==> src/rtl/hx711_scale_ctrl.sv <==
// HX711 scale sequencer: windowed averaging, tare capture and saturated tare-corrected weight.
// Optional stalled-sensor watchdog enabled by defining HX711_TIMEOUT_EN.
module hx711_scale_ctrl #(
  parameter int AVG_LOG2     = 3,
  parameter int TIMEOUT_CLKS = 20_000_000
) (
  input  logic               clk_100MHz,
  input  logic               rst_n,
  input  logic               ENABLE,
  input  logic signed [23:0] RAW_VAL,
  input  logic               DATA_VALID,
  input  logic               TARE_REQ,
  output logic signed [23:0] WEIGHT,
  output logic               WEIGHT_VALID,
  output logic signed [23:0] TARE_VAL,
  output logic               TARE_DONE,
  output logic               TARE_BUSY,
  output logic               TIMEOUT
);

  localparam int AW = 24 + AVG_LOG2;
  localparam int CW = (AVG_LOG2 == 0) ? 1 : AVG_LOG2;
  localparam int N  = 1 << AVG_LOG2;
  localparam logic [CW-1:0] CNT_LAST = CW'(N - 1);

  typedef enum logic [1:0] {
    ST_IDLE    = 2'd0,
    ST_MEASURE = 2'd1,
    ST_TARE    = 2'd2
  } state_t;

  function automatic logic signed [23:0] sat24(input logic signed [24:0] v);
    if (v > 25'sd8388607) begin
      sat24 = 24'sh7FFFFF;
    end else if (v < -25'sd8388608) begin
      sat24 = 24'sh800000;
    end else begin
      sat24 = 24'(v);
    end
  endfunction

  state_t               state_r, state_n;
  logic signed [AW-1:0] acc_r, acc_n;
  logic [CW-1:0]        cnt_r, cnt_n;
  logic                 pend_r, pend_n;
  logic signed [23:0]   weight_r, weight_n;
  logic                 weight_valid_r, weight_valid_n;
  logic signed [23:0]   tare_val_r, tare_val_n;
  logic                 tare_done_r, tare_done_n;

  logic signed [AW-1:0] raw_ext_s;
  logic signed [AW-1:0] sum_s;
  logic signed [23:0]   avg_s;
  logic signed [24:0]   diff_s;
  logic                 take_s;

  assign raw_ext_s = AW'(RAW_VAL);
  assign sum_s     = acc_r + raw_ext_s;
  // Arithmetic shift floors toward minus infinity for negative sums.
  assign avg_s     = 24'(sum_s >>> AVG_LOG2);
  assign diff_s    = 25'(avg_s) - 25'(tare_val_r);

`ifdef HX711_TIMEOUT_EN
  localparam logic [24:0] WD_LIMIT = 25'(TIMEOUT_CLKS);
  logic [24:0] wd_r, wd_n;
  logic [24:0] wd_inc_s;
  logic        timeout_r, timeout_n;
  assign wd_inc_s = wd_r + 25'd1;
`endif

  // Next-state, accumulator, tare and output strobe decisions.
  always_comb begin
    state_n        = state_r;
    acc_n          = acc_r;
    cnt_n          = cnt_r;
    pend_n         = pend_r;
    weight_n       = weight_r;
    weight_valid_n = 1'b0;
    tare_val_n     = tare_val_r;
    tare_done_n    = 1'b0;
    take_s         = 1'b0;

    if (!ENABLE) begin
      state_n = ST_IDLE;
      acc_n   = '0;
      cnt_n   = '0;
      if ((state_r == ST_IDLE) && TARE_REQ) begin
        pend_n = 1'b1;
      end else begin
        pend_n = pend_r;
      end
    end else begin
      case (state_r)
        ST_IDLE: begin
          acc_n = '0;
          cnt_n = '0;
          if (pend_r || TARE_REQ) begin
            state_n = ST_TARE;
            pend_n  = 1'b0;
          end else begin
            state_n = ST_MEASURE;
          end
        end
        ST_MEASURE: begin
          // A tare request drops the partial window and any coincident sample.
          if (TARE_REQ || pend_r) begin
            state_n = ST_TARE;
            pend_n  = 1'b0;
            acc_n   = '0;
            cnt_n   = '0;
          end else begin
            take_s = DATA_VALID;
          end
        end
        ST_TARE: begin
          take_s = DATA_VALID;
        end
        default: begin
          state_n = ST_IDLE;
          acc_n   = '0;
          cnt_n   = '0;
        end
      endcase
    end

    if (take_s && (cnt_r == CNT_LAST)) begin
      acc_n = '0;
      cnt_n = '0;
      if (state_r == ST_TARE) begin
        tare_val_n  = avg_s;
        tare_done_n = 1'b1;
        state_n     = ST_MEASURE;
      end else begin
        weight_n       = sat24(diff_s);
        weight_valid_n = 1'b1;
      end
    end else if (take_s) begin
      acc_n = sum_s;
      cnt_n = cnt_r + CW'(1);
    end else begin
      tare_done_n = 1'b0;
    end

`ifdef HX711_TIMEOUT_EN
    wd_n      = wd_r;
    timeout_n = timeout_r;
    if (!ENABLE) begin
      wd_n      = '0;
      timeout_n = 1'b0;
    end else if (state_r == ST_IDLE) begin
      wd_n = '0;
    end else if (DATA_VALID) begin
      wd_n      = '0;
      timeout_n = 1'b0;
    end else if (wd_r != WD_LIMIT) begin
      wd_n = wd_inc_s;
      // Expiry abandons the partial window; the next sample restarts it.
      if (wd_inc_s == WD_LIMIT) begin
        timeout_n = 1'b1;
        acc_n     = '0;
        cnt_n     = '0;
      end else begin
        timeout_n = timeout_r;
      end
    end else begin
      wd_n = wd_r;
    end
`endif
  end

  // State and output registers.
  always_ff @(posedge clk_100MHz or negedge rst_n) begin
    if (!rst_n) begin
      state_r        <= ST_IDLE;
      acc_r          <= '0;
      cnt_r          <= '0;
      pend_r         <= 1'b0;
      weight_r       <= 24'sd0;
      weight_valid_r <= 1'b0;
      tare_val_r     <= 24'sd0;
      tare_done_r    <= 1'b0;
    end else begin
      state_r        <= state_n;
      acc_r          <= acc_n;
      cnt_r          <= cnt_n;
      pend_r         <= pend_n;
      weight_r       <= weight_n;
      weight_valid_r <= weight_valid_n;
      tare_val_r     <= tare_val_n;
      tare_done_r    <= tare_done_n;
    end
  end

`ifdef HX711_TIMEOUT_EN
  // Watchdog counter and sticky timeout flag.
  always_ff @(posedge clk_100MHz or negedge rst_n) begin
    if (!rst_n) begin
      wd_r      <= 25'd0;
      timeout_r <= 1'b0;
    end else begin
      wd_r      <= wd_n;
      timeout_r <= timeout_n;
    end
  end
  assign TIMEOUT = timeout_r;
`else
  assign TIMEOUT = 1'b0;
`endif

  assign WEIGHT       = weight_r;
  assign WEIGHT_VALID = weight_valid_r;
  assign TARE_VAL     = tare_val_r;
  assign TARE_DONE    = tare_done_r;
  assign TARE_BUSY    = (state_r == ST_TARE);

endmodule
==> config.mk <==
export PLATFORM = sky130hd
export DESIGN_NAME = hx711_scale_ctrl
export DESIGN_NICKNAME = d
export VERILOG_FILES = /design/src/rtl/hx711_scale_ctrl.sv
export SDC_FILE = /design/constraint.sdc
export NUM_CORES = 1
export LEC_CHECK = 0
export CAP_MARGIN = 5
export CORE_ASPECT_RATIO = 0.6
export CORE_MARGIN = 4
export CORE_UTILIZATION = 40
export CTS_BUF_LIST = sky130_fd_sc_hd__clkbuf_2 sky130_fd_sc_hd__clkbuf_4 sky130_fd_sc_hd__clkbuf_8
export DETAILED_ROUTE_END_ITERATION = 10
export REMOVE_ABC_BUFFERS = 1
export SLEW_MARGIN = 10
export SYNTH_ARGS = -nofsm -noshare
export SYNTH_HDL_FRONTEND = slang
export SYNTH_SLANG_ARGS = --single-unit
==> constraint.sdc <==
create_clock -name clk_100MHz -period 3.85 [get_ports clk_100MHz]
set_input_delay 0.77 -clock clk_100MHz [delete_from_list [all_inputs] [get_ports clk_100MHz]]
set_output_delay 0.77 -clock clk_100MHz [all_outputs]
set_load 0.01 [all_outputs]
==> results of run 1 <==
## routing by layer
layer	up-vias	GRT usage, %	share of wire [%]
met3	18	4.25	6.6
met2	212	36.5	43
met4	0	4.27	0.72
met1	2931	35.0	50
li1	2937	-	-
met5	-	0	0
## cell usage after synthesis (all sizes together), types with 4 or more instances
cell type,count
nand2,72
nor2,48
nand4,6
nor2b,5
clkbuf,14
nand2b,10
and3,8
a22o,24
o21a,10
xnor2,26
dfrtp,83
ha,56
xor2,10
mux2,8
o21ai,60
buf,5
a21o,25
nor3,8
a21oi,70
or3,5
a21boi,4
nand3,10
a211oi,9
o211ai,7
nand3b,4
inv,38
a31oi,7
## power by group
group / total [mW] / internal [mW] / switching [mW] / leakage (nW)
clock network: 0.756 / 0.391 / 0.365 / 0.115
registers: 0.906 / 0.888 / 0.0180 / 1.08
logic: 1.23 / 0.612 / 0.623 / 3.38
total: 2.90 / 1.89 / 1.01 / 4.58
## per-stage QoR
| stage | hold WS (ps) | power, mW | cells |
|---|---|---|---|
| 6_report | 263 | 2.90 | 1143 |
| 5_1_grt | 270 | 3.04 | 1143 |
| 4_1_cts | 264 | 2.80 | 1134 |
| 3_5_place_dp | 487 | 1.80 | 1093 |
| 3_3_place_gp | 469 | 1.78 | 1093 |
| 2_1_floorplan | 454 | 1.38 | 644 |
## worst paths after layout
kind,start,end,slack [ps],depth (start not counted)
max,RAW_VAL[5],WEIGHT[15]$_DFFE_PN0P_,-510,21
min,rst_n,acc_r[1]$_DFFE_PN0P_,260,1
max reg2reg,acc_r[0]$_DFFE_PN0P_,WEIGHT[15]$_DFFE_PN0P_,-450,19
min reg2reg,acc_r[22]$_DFFE_PN0P_,acc_r[22]$_DFFE_PN0P_,520,1
max in group asynchronous,rst_n,WEIGHT[6]$_DFFE_PN0P_,2790,2
min in group clk_100MHz,acc_r[22]$_DFFE_PN0P_,acc_r[22]$_DFFE_PN0P_,520,1
## registers in the layout (all words and copies together) (netlist names)
| name | flops |
|---|---|
| cnt_r | 3 |
| acc_r | 27 |
| state_r | 2 |
| TARE_VAL | 24 |
| WEIGHT_VALID | 1 |
| WEIGHT | 24 |
| pend_r | 1 |
| TARE_DONE | 1 |
## cell families after synthesis
group / after synthesis / share of synthesized area, %
compound gates: 235 / 27.9
simple gates: 183 / 14.1
flops: 83 / 34.5
fa+ha+maj: 58 / 12.3
buf+inv: 58 / 4.14
xor+xnor: 36 / 5.37
mux: 9 / 1.66
other cells: 1 / 0.0623
## cell usage in the layout, fill, tap and decap left out, types with 8 or more instances in the layout
| master | count |
|---|---|
| sky130_fd_sc_hd__buf_4 | 193 |
| sky130_fd_sc_hd__dfrtp_1 | 83 |
| sky130_fd_sc_hd__nand2_1 | 60 |
| sky130_fd_sc_hd__clkdlybuf4s50_1 | 60 |
| sky130_fd_sc_hd__nor2_1 | 42 |
| sky130_fd_sc_hd__inv_1 | 38 |
| sky130_fd_sc_hd__o21ai_0 | 32 |
| sky130_fd_sc_hd__ha_1 | 32 |
| sky130_fd_sc_hd__a21oi_2 | 29 |
| sky130_fd_sc_hd__a21oi_1 | 27 |
| sky130_fd_sc_hd__a21o_1 | 25 |
| sky130_fd_sc_hd__a22o_1 | 24 |
| sky130_fd_sc_hd__ha_4 | 24 |
| sky130_fd_sc_hd__xnor2_1 | 19 |
| sky130_fd_sc_hd__o21ai_1 | 15 |
| sky130_fd_sc_hd__a21oi_4 | 14 |
| sky130_fd_sc_hd__o21ai_2 | 11 |
| sky130_fd_sc_hd__nand2_4 | 10 |
| sky130_fd_sc_hd__clkbuf_8 | 10 |
| sky130_fd_sc_hd__buf_6 | 10 |
| sky130_fd_sc_hd__o21a_1 | 9 |
| sky130_fd_sc_hd__nand3_1 | 9 |
| sky130_fd_sc_hd__nand2b_1 | 8 |
| sky130_fd_sc_hd__mux2_2 | 8 |
## critical path, cell delays in order
cell,delay [ps]
sky130_fd_sc_hd__dlygate4sd2_1,260
sky130_fd_sc_hd__ha_4,220
sky130_fd_sc_hd__buf_4,150
sky130_fd_sc_hd__nor2_1,200
sky130_fd_sc_hd__nor3_4,80
sky130_fd_sc_hd__buf_4,160
sky130_fd_sc_hd__a211oi_4,280
sky130_fd_sc_hd__o21ai_2,100
sky130_fd_sc_hd__a31oi_1,220
sky130_fd_sc_hd__xnor2_1,220
sky130_fd_sc_hd__ha_1,320
sky130_fd_sc_hd__buf_6,140
sky130_fd_sc_hd__a21o_1,180
sky130_fd_sc_hd__a21oi_2,200
sky130_fd_sc_hd__o21a_2,230
sky130_fd_sc_hd__o31ai_4,100
sky130_fd_sc_hd__buf_4,160
sky130_fd_sc_hd__o2bb2ai_4,140
sky130_fd_sc_hd__nor2_4,200
sky130_fd_sc_hd__clkbuf_16,210
sky130_fd_sc_hd__a21oi_4,50
## final cells by class
type | instances | area [um2]
fill | 1110 | 4830
multi-input combinational | 522 | 4600
timing repair buffer | 285 | 2460
sequential | 83 | 2080
tap | 198 | 248
inverter | 39 | 146
clock buffer | 10 | 138
clock inverter | 6 | 96.3
## timing repair
action / CTS / global route
endpoints found under the hold margin: 0 / 0
cloned: 3 / 1
setup endpoints to repair: 24 / 24
gates resized for setup: 136 / 92
pin swaps: 91 / 82
hold buffers: 0 / 0
setup buffers: 23 / 11
==> results_dict.tcl, run 1 <==
set metrics [dict create \
    outcome "complete, but fails checks" \
    violated_checks "negative setup slack" \
    die_area_um2 17100 \
    critPathRequiredTime_ps 4120 \
    cp_max_fo 7 \
    placeableCoreArea_um2 14600 \
    skew_ps 14.6 \
    fp.dieW_um 166 \
    synth.yosys.warnings 0 \
    area_post_placement_um2 8270 \
    tightest_pin_transition_ps 879 \
    vdd_ir_drop_max_mv 0.219 \
    firstDrtPassIters 6 \
    fin_crit_ps 4360 \
    grt_remaining_overflow 0 \
    netlist_top_cells_area "sky130_fd_sc_hd__dfrtp_1 35%, sky130_fd_sc_hd__ha_1 12%, sky130_fd_sc_hd__a21oi_1 4.7%, sky130_fd_sc_hd__nand2_1 4.5%, sky130_fd_sc_hd__o21ai_0 4.5%" \
    edff_count_synth 0 \
    cts_max_path_buffers 2 \
    hold_class "in -> async" \
    cts_tree "yes" \
    synth.cell_area_um2 6020 \
    clock_insertion_delay_at_the_later_pin_of_the_skew_report_ps 380 \
    start_kind "input pin" \
    grt_max_degree 40 \
    grt_pass1_wl_um 32100 \
    drt_drc_violations_left 0 \
    ys.flop_type "sky130_fd_sc_hd__dfrtp_1" \
    synth_area_leader_cell "sky130_fd_sc_hd__dfrtp_1" \
    clockRootBuffer "sky130_fd_sc_hd__clkbuf_8" \
    synth-seq-area-share_pct 34.5 \
    total_leakage_power_nw 4.58 \
    postLayoutCellArea_um2 9760 \
    route.final.wire_length_um 20800 \
    rd_place_congestion 0.932 \
    postLayoutSetupSlackWorst_ps -511 \
    end_kind "flop" \
    final.period_utilization_pct 113 \
    max_slew_margin_pct 41.3 \
    antenna_viol_nets_final 0 \
    avgSynthCellArea_um2 9.07 \
    global_route_usage_sum_pct 23.5 \
    finalCoreUtilization_pct 66.9 \
    fp-row-count 34 \
    power_density_nw_per_um2 297 \
    num_vias 6098 \
    initial_core_utilization_pct 41.2 \
    pin_count 81 \
    grt_antenna_before_repair 0 \
    timing.fmax_mhz 229 \
    ys_seq_elements 83 \
    synthCells 663 \
    clock-sinks 83 \
    timing.setup.critical_path_class "in -> reg" \
    synthDistinctLibCells 64 \
    number_of_global_route_vias_before_repair 6096 \
    maximum_capacitance_violations 0 \
    timing_hold_violations_final 0 \
    dp_hpwl_um 14500 \
    finalSetupViolCount 24 \
    synth.top_cell.area_share_pct 34.5 \
    fp.dieH_um 103 \
    layout-drive-gt1-share_pct 40.3 \
    post_drt_wl_per_cell_um 18.2 \
    synth_async_sr_flop_share_pct 100 \
    nets 1027 \
    cts-buffers-inserted 9 \
    place_ws_ps -1430 \
    clock_input_transition_at_the_sequential_cells_of_the_worst_setup_and_hold_paths_ps 90 \
    arrival_time_of_data_at_the_critical_path_endpoint_ps 4630 \
    cts.htree.levels 3 \
    port_buffers 79 \
    setup_tns_ps -10650 \
    finalMaxSlewViolations 0 \
    area_growth_pct 62.2 \
    route.detailed.vias_per_inst 5.34 \
    starting_drt_drc_count 567 \
    antenna_cell_count 0 \
    rsz0062_at_grt "yes" \
]
Note: power is estimated with default switching activity, not from simulation.
==> run 2: changes to the inputs <==
CORE_ASPECT_RATIO = not set   (was 0.6)
PLACE_DENSITY_LB_ADDON = 0.25   (was not set)
clock period = 4.9 ns   (was 3.85 ns; I/O delays follow)
==> run 2 against run 1 <==
Net effect:
- the run now ends clean
- clock skew rose by 2.8 ps
- via count decreased by 6.9%
- routed wire length fell by 15%
- sequential share of layout area increased by 2.9 points
- core utilization down 8.2 points
- sequential cell count unchanged
- register-to-register slack better by 1000 ps
- die area decreased by 0.38%
- critical path depth shrank 1
- clock power is 23% lower
- worst setup slack gained 560 ps
- non-clock buffer count is 64 lower
- critical path type unchanged
- critical endpoint is now WEIGHT[13]$_DFFE_PN0P_
==> results_dict.tcl, run 2 (synthesis results as in run 1) <==
set metrics [dict create \
    start_kind "input pin" \
    regMostFlops "acc_r" \
    final_common_cell "sky130_fd_sc_hd__buf_4" \
    cts_max_path_buffers 2 \
    pin_count 81 \
    finalMaxSlewViolations 0 \
    vdd_ir_drop_max_mv 0.124 \
    critPathRequiredTime_ps 5210 \
    antenna_viol_nets_final 0 \
    timing.setup.critical_path_class "in -> reg" \
    num_vias 5679 \
    fp.dieW_um 131 \
    cts.htree.levels 3 \
    worst_path_max_delay_cell "sky130_fd_sc_hd__clkdlybuf4s50_1" \
    layout-drive-gt1-share_pct 27.1 \
    rd_place_congestion 0.888 \
    starting_drt_drc_count 305 \
    tightest_pin_transition_ps 1170 \
    timing.critical_path.cells "clkdlybuf4s50_1 -> ha_1 -> a211oi_2 -> o211ai_4 -> a21oi_4 -> a21oi_4 -> buf_4 -> a21o_1 -> a21oi_2 -> xnor2_2 -> ha_4 -> nand2_1 -> o21a_1 -> a31o_1 -> a211oi_4 -> a31oi_4 -> buf_4 -> a31oi_4 -> nand3b_1 -> a21oi_4" \
    grt_max_degree 84 \
    final.period_utilization_pct 98.9 \
    timing_hold_violations_final 0 \
    nets 965 \
    critical_path.n_buffers_inverters 3 \
    layout_common_cells "140 x sky130_fd_sc_hd__buf_4, 83 x sky130_fd_sc_hd__dfrtp_1, 75 x sky130_fd_sc_hd__clkdlybuf4s50_1" \
    arrival_time_of_data_at_the_critical_path_endpoint_ps 5160 \
    grt_remaining_overflow 0 \
    total_leakage_power_nw 4.07 \
    r2r-start "acc_r[0]$_DFFE_PN0P_" \
    cts-buffers-inserted 9 \
    initial_core_utilization_pct 41.1 \
    final.fill_count 1232 \
    die_area_um2 17100 \
    crit_path_start "RAW_VAL[6]" \
    firstDrtPassIters 5 \
    max_stage_delay_ps 400 \
    fp.dieH_um 131 \
    overall_power_consumption_mw 2.04 \
    area_growth_pct 42.9 \
    number_of_global_route_vias_before_repair 5792 \
    cts_tree "yes" \
    hold_class "reg -> reg" \
    clock_input_transition_at_the_sequential_cells_of_the_worst_setup_and_hold_paths_ps 80 \
    critical-path-top-cell-by-count "sky130_fd_sc_hd__a21oi_4" \
    outcome "completed" \
    largest_register_ff_count 27 \
    clockRootBuffer "sky130_fd_sc_hd__clkbuf_8" \
    critical_path.top_delay_family "compound AO/OA/AOI/OAI gates" \
    clock_insertion_delay_at_the_later_pin_of_the_skew_report_ps 390 \
    maximum_capacitance_violations 0 \
    regToRegEndpoint "WEIGHT[13]$_DFFE_PN0P_" \
    skew_ps 17.4 \
    port_buffers 79 \
    fin_crit_ps 4850 \
    grt_antenna_before_repair 0 \
    placeableCoreArea_um2 14600 \
    dp_hpwl_um 12600 \
    timing.critical_path.to "WEIGHT[13]$_DFFE_PN0P_" \
    end_kind "flop" \
    finalSetupViolCount 0 \
    antenna_cell_count 0 \
    finalHoldWorstSlack_ps 478 \
    critical_path_cell_count 20 \
    global_route_usage_sum_pct 20.7 \
    timing.reg2reg.worst_path_depth 19 \
    route.final.wire_length_um 17600 \
    power_density_nw_per_um2 237 \
    grt_pass1_wl_um 28000 \
    route.detailed.vias_per_inst 5.32 \
    timing.fmax_mhz 206 \
    max_slew_margin_pct 21.3 \
    drt_drc_violations_left 0 \
    cts.hold.buffers_added 0 \
    fp-row-count 44 \
    post_drt_wl_per_cell_um 16.5 \
    reg2reg_setup_slack_ps 590 \
    clock-sinks 83 \
    cp_max_fo 5 \
]
-- run 2: cell count changes in the layout (fill, tap and decap cells not counted), moves of 8 or more --
cell                              delta
sky130_fd_sc_hd__a21oi_1            +19
sky130_fd_sc_hd__a21oi_2            -17
sky130_fd_sc_hd__buf_4              -53
sky130_fd_sc_hd__buf_6               -8
sky130_fd_sc_hd__clkdlybuf4s50_1    +15
sky130_fd_sc_hd__ha_1               +17
sky130_fd_sc_hd__ha_4               -20
sky130_fd_sc_hd__nand2_1            +10
sky130_fd_sc_hd__nand2_4            -10
sky130_fd_sc_hd__o21ai_0            +13
sky130_fd_sc_hd__o21ai_2             -8
-- run 2: routing by layer --
layer,wire length [um],track usage [%],share of wire [%],vias to the layer above
li1,-,-,-,2812
met1,7910,26.7,45,2697
met2,8530,33.9,49,135
met3,607,3.70,3.5,35
met4,534,9.20,3.0,0
met5,0,0,0,-
-- run 2: tightest hold or removal path, cell delays in order, from the launching register on --
cell                      delay (ps)
sky130_fd_sc_hd__dfrtp_1         350
sky130_fd_sc_hd__nand2_1          40
sky130_fd_sc_hd__o21ai_0          50
-- run 2: final cells by class --
type                            count  area, um2  share of cell area [%]
Multi-Input combinational cell    524       4040                    47.0
Sequential cell                    83       2080                    24.2
Timing Repair Buffer              221       1880                    21.9
Tap cell                          184        230                    2.68
Inverter                           39        146                    1.70
Clock buffer                        9        124                    1.44
Clock inverter                      7       98.8                    1.15
-- run 2: per-stage QoR --
step	setup TNS (ps)	utilization, %	std cells	instance area, um2	setup WS [ps]
global route	-302	58.7	1067	8600	-58.1
CTS	0	56.4	1056	8260	1.98
global placement	-12770	53.9	1032	7890	-572
floorplan	-618	-	644	5910	-78.8
finish	0	58.7	1067	8600	53.1
detailed placement	-15560	53.9	1032	7890	-730
-- run 2: how the worst min path moves through the flow --
stage | startpoint | slack (ps) | cells after the start | endpoint
3_3_place_gp | WEIGHT[23]$_DFFE_PN0P_ | 460 | 2 | WEIGHT[23]$_DFFE_PN0P_
2_1_floorplan | acc_r[13]$_DFFE_PN0P_ | 450 | 2 | acc_r[13]$_DFFE_PN0P_
3_5_place_dp | WEIGHT[23]$_DFFE_PN0P_ | 470 | 2 | WEIGHT[23]$_DFFE_PN0P_
4_1_cts | WEIGHT[23]$_DFFE_PN0P_ | 490 | 2 | WEIGHT[23]$_DFFE_PN0P_
5_1_grt | WEIGHT[9]$_DFFE_PN0P_ | 520 | 2 | WEIGHT[9]$_DFFE_PN0P_
6_report | WEIGHT[23]$_DFFE_PN0P_ | 480 | 2 | WEIGHT[23]$_DFFE_PN0P_
-- run 2: power breakdown --
part / switching (mW) / internal, mW / total, mW
clock: 0.291 / 0.291 / 0.582
combinational: 0.402 / 0.344 / 0.746
sequential: 0.0118 / 0.698 / 0.710
-- run 2: what timing repair did --
| action | in CTS | in global routing |
|---|---|---|
| setup endpoints to repair | 23 | 24 |
| buffers inserted | 6 | 11 |
| resized for setup | 15 | 51 |
| pin swaps | 10 | 39 |
| gates cloned | 2 | 0 |
==> run 3: changes to the inputs <==
ABC_AREA = 1   (was not set)
HOLD_SLACK_MARGIN = 0.03   (was not set)
PLACE_DENSITY = 0.71   (was not set)
PLACE_DENSITY_LB_ADDON = not set   (was 0.25)
==> run 3 against run 2 <==
Net effect:
- total power shrank 15%
- non-clock buffer count shrank 108
- first-iteration DRC count grew 43%
- critical path type unchanged
- routed wire length grew 9.4%
- final area shrank 5.4%
- core utilization shrank 9.5 points
- clock skew shrank 2.2 ps
- worst setup slack gained 350 ps
- combinational power shrank 28%
- synthesized cell count grew 51%
- sequential power shrank 0.8%
==> results_dict.tcl, run 3 <==
set metrics [dict create \
    regMostFlops "acc_r" \
    port_buffers 79 \
    starting_drt_drc_count 436 \
    number_of_global_route_vias_before_repair 6307 \
    netlist_top_cells_area "sky130_fd_sc_hd__dfrtp_1 31%, sky130_fd_sc_hd__nand2_1 21%, sky130_fd_sc_hd__ha_1 10%, sky130_fd_sc_hd__inv_1 7.1%, sky130_fd_sc_hd__a21oi_1 4.1%" \
    fp-row-count 47 \
    finalMaxSlewViolations 0 \
    hold_class "reg -> reg" \
    global_route_usage_sum_pct 21.5 \
    rd_place_congestion 0.953 \
    firstDrtPassIters 5 \
    worst_path_max_delay_cell "sky130_fd_sc_hd__clkdlybuf4s50_1" \
    cts.htree.levels 3 \
    cts.hold.buffers_added 0 \
    grt_remaining_overflow 0 \
    outcome "completed" \
    synth_adder_area_share_pct 11.0 \
    maximum_capacitance_violations 0 \
    clockRootBuffer "sky130_fd_sc_hd__clkbuf_8" \
    yosys-top-cells-count "373 x sky130_fd_sc_hd__nand2_1, 128 x sky130_fd_sc_hd__inv_1, 83 x sky130_fd_sc_hd__dfrtp_1, 59 x sky130_fd_sc_hd__nor2_1, 56 x sky130_fd_sc_hd__ha_1" \
    fp.dieW_um 138 \
    layout-drive-gt1-share_pct 8.00 \
    clock_insertion_delay_at_the_later_pin_of_the_skew_report_ps 390 \
    timing.setup.critical_path_class "in -> reg" \
    grt_antenna_before_repair 0 \
    timing.critical_path.cells "clkdlybuf4s50_1 -> ha_1 -> nand2_1 -> o21ai_0 -> inv_1 -> o21bai_1 -> nand2_1 -> nand3_1 -> nand2_1 -> and2_1 -> ha_1 -> nand2_1 -> nor2_1 -> nand2_1 -> nor2_1 -> nand2_1 -> nand3_1 -> nand2_1 -> nand2_2 -> nand2_4 -> nand2_1 -> nand2_1 -> nand2_1 -> nand2_1" \
    post_synth_xor_area_fraction_pct 4.03 \
    max_stage_delay_ps 450 \
    dpl.cell_count 1317 \
    antenna_cell_count 0 \
    critical_path.n_buffers_inverters 2 \
    post_cts_resized 0 \
    synth_area_leader_cell "sky130_fd_sc_hd__dfrtp_1" \
    largest_register_ff_count 27 \
    cts_max_path_buffers 2 \
    synthDistinctLibCells 42 \
    vdd_ir_drop_max_mv 0.112 \
    total_leakage_power_nw 4.44 \
    timing_hold_violations_final 0 \
    placeableCoreArea_um2 16500 \
    skew_ps 15.2 \
    synth_compound_area_share_pct 10.9 \
    yosysMostFrequentCell "sky130_fd_sc_hd__nand2_1" \
    power_density_nw_per_um2 213 \
    post_drt_wl_per_cell_um 14.4 \
    nets 1195 \
    tightest_pin_transition_ps 977 \
    max_slew_margin_pct 34.8 \
    grt_pass1_wl_um 31700 \
    clock_input_transition_at_the_sequential_cells_of_the_worst_setup_and_hold_paths_ps 80 \
    cts_tree "yes" \
    synthCells 1002 \
    dp_hpwl_um 15600 \
    cp_max_fo 23 \
    fp.dieH_um 138 \
    drt_drc_violations_left 0 \
    layout.cells.non_filler 1333 \
    num_vias 6503 \
    fin_crit_ps 4490 \
    timing.fmax_mhz 223 \
    pin_count 81 \
    cts-buffers-inserted 9 \
    ys.flop_type "sky130_fd_sc_hd__dfrtp_1" \
    area_growth_pct 20.8 \
    clock-sinks 83 \
    start_kind "input pin" \
    antenna_viol_nets_final 0 \
    route.final.wire_length_um 19200 \
    synth-seq-area-share_pct 30.8 \
    synth_async_sr_flop_share_pct 100 \
    route.detailed.vias_per_inst 4.88 \
    end_kind "flop" \
    final_common_cell "sky130_fd_sc_hd__nand2_1" \
    avgSynthCellArea_um2 6.72 \
    setup_tns_ps 0 \
    edff_count_synth 0 \
    grt_max_degree 49 \
    arrival_time_of_data_at_the_critical_path_endpoint_ps 4760 \
    ys_seq_elements 83 \
    die_area_um2 19000 \
    finalSetupViolCount 0 \
    initial_core_utilization_pct 40.8 \
    synth.top_cell.area_share_pct 30.8 \
    rsz0062_at_grt "no" \
    final.period_utilization_pct 91.7 \
    critical-path-top-cell-by-count "sky130_fd_sc_hd__nand2_1" \
    post_synth_mux_area_share_pct 0 \
    synth-simple-area-share_pct 34.1 \
    synth.yosys.warnings 0 \
    synth.cell_area_um2 6740 \
    main_combinational_cell_family_by_area_after_synthesis "simple AND/OR/NAND/NOR gates" \
    critPathRequiredTime_ps 5170 \
    layout_common_cells "373 x sky130_fd_sc_hd__nand2_1, 128 x sky130_fd_sc_hd__inv_1, 83 x sky130_fd_sc_hd__dfrtp_1" \
    postCtsSetupRepairBufs 0 \
    critical_path.top_delay_family "simple AND/OR/NAND/NOR gates" \
]
[run 3: power breakdown]
group          internal [mW]  leakage [nW]  total, mW  switching [mW]
Sequential             0.696          1.08      0.704         0.00813
Combinational          0.201          3.28      0.534           0.333
Clock                  0.206        0.0894      0.496           0.291
Total                   1.10          4.44       1.73           0.632
[run 3: worst register-to-register path, cell delays in order (launching register included)]
cell	delay [ps]
sky130_fd_sc_hd__dfrtp_1	390
sky130_fd_sc_hd__ha_1	210
sky130_fd_sc_hd__fa_1	410
sky130_fd_sc_hd__nand3_1	110
sky130_fd_sc_hd__nand3_1	110
sky130_fd_sc_hd__nand2_1	80
sky130_fd_sc_hd__nand2_1	130
sky130_fd_sc_hd__nand3_1	110
sky130_fd_sc_hd__nand3_1	140
sky130_fd_sc_hd__nand2_1	90
sky130_fd_sc_hd__inv_1	40
sky130_fd_sc_hd__nor2_1	220
sky130_fd_sc_hd__ha_1	340
sky130_fd_sc_hd__a21oi_1	240
sky130_fd_sc_hd__nand2_1	140
sky130_fd_sc_hd__a21oi_1	200
sky130_fd_sc_hd__nand4_1	190
sky130_fd_sc_hd__nand2_2	140
sky130_fd_sc_hd__nand2_4	190
sky130_fd_sc_hd__nand2_1	120
sky130_fd_sc_hd__nand2_1	60
sky130_fd_sc_hd__nand2_1	50
sky130_fd_sc_hd__nand2_1	50
[run 3: cell type report]
class,count,area (um2)
Tap cell,220,275
Fill cell,1709,8390
Timing Repair Buffer,113,1060
Multi-Input combinational cell,771,4050
Clock inverter,5,37.5
Sequential cell,83,2080
Inverter,130,493
Clock buffer,11,145
[run 3: final timing paths]
path,start,end,slack (ps),cells past startpoint
hold reg to reg,WEIGHT[16]$_DFFE_PN0P_,WEIGHT[16]$_DFFE_PN0P_,480,2
max in group asynchronous,rst_n,TARE_VAL[20]$_DFFE_PN0P_,3360,2
setup reg to reg,acc_r[0]$_DFFE_PN0P_,WEIGHT[21]$_DFFE_PN0P_,1030,22
hold / removal,WEIGHT[16]$_DFFE_PN0P_,WEIGHT[16]$_DFFE_PN0P_,480,2
setup / recovery,RAW_VAL[9],WEIGHT[21]$_DFFE_PN0P_,410,24
min in group asynchronous,rst_n,WEIGHT[3]$_DFFE_PN0P_,540,1
[run 3: cells by family after synthesis]
group                      count (synthesis)
AOI/OAI and AO/OA                        132
xor gates and xnor gates                  31
adders and majority gates                 58
buffers and inverters                    148
DFF                                       83
other                                      1
and+or+nand+nor                          549
[run 3: per-layer routing]
metal	vias up	track usage [%]	share of wire, %
met3	26	2.59	4.0
met1	2941	29.5	48
met5	-	0	0
met4	0	6.81	2.1
li1	3393	-	-
met2	143	35.2	46
[run 3: per-stage QoR]
stage                     power, mW  setup slack, ps  hold slack (ps)  util (%)  area, um2
after global routing           1.85             31.4              510      49.2       8140
after global placement         1.25             90.4              463      48.1       7950
after CTS                      1.75              441              489      49.2       8130
final                          1.73              407              483      49.2       8140
after detailed placement       1.25             50.3              464      48.1       7950
after floorplan                1.06              913              453         -       6620
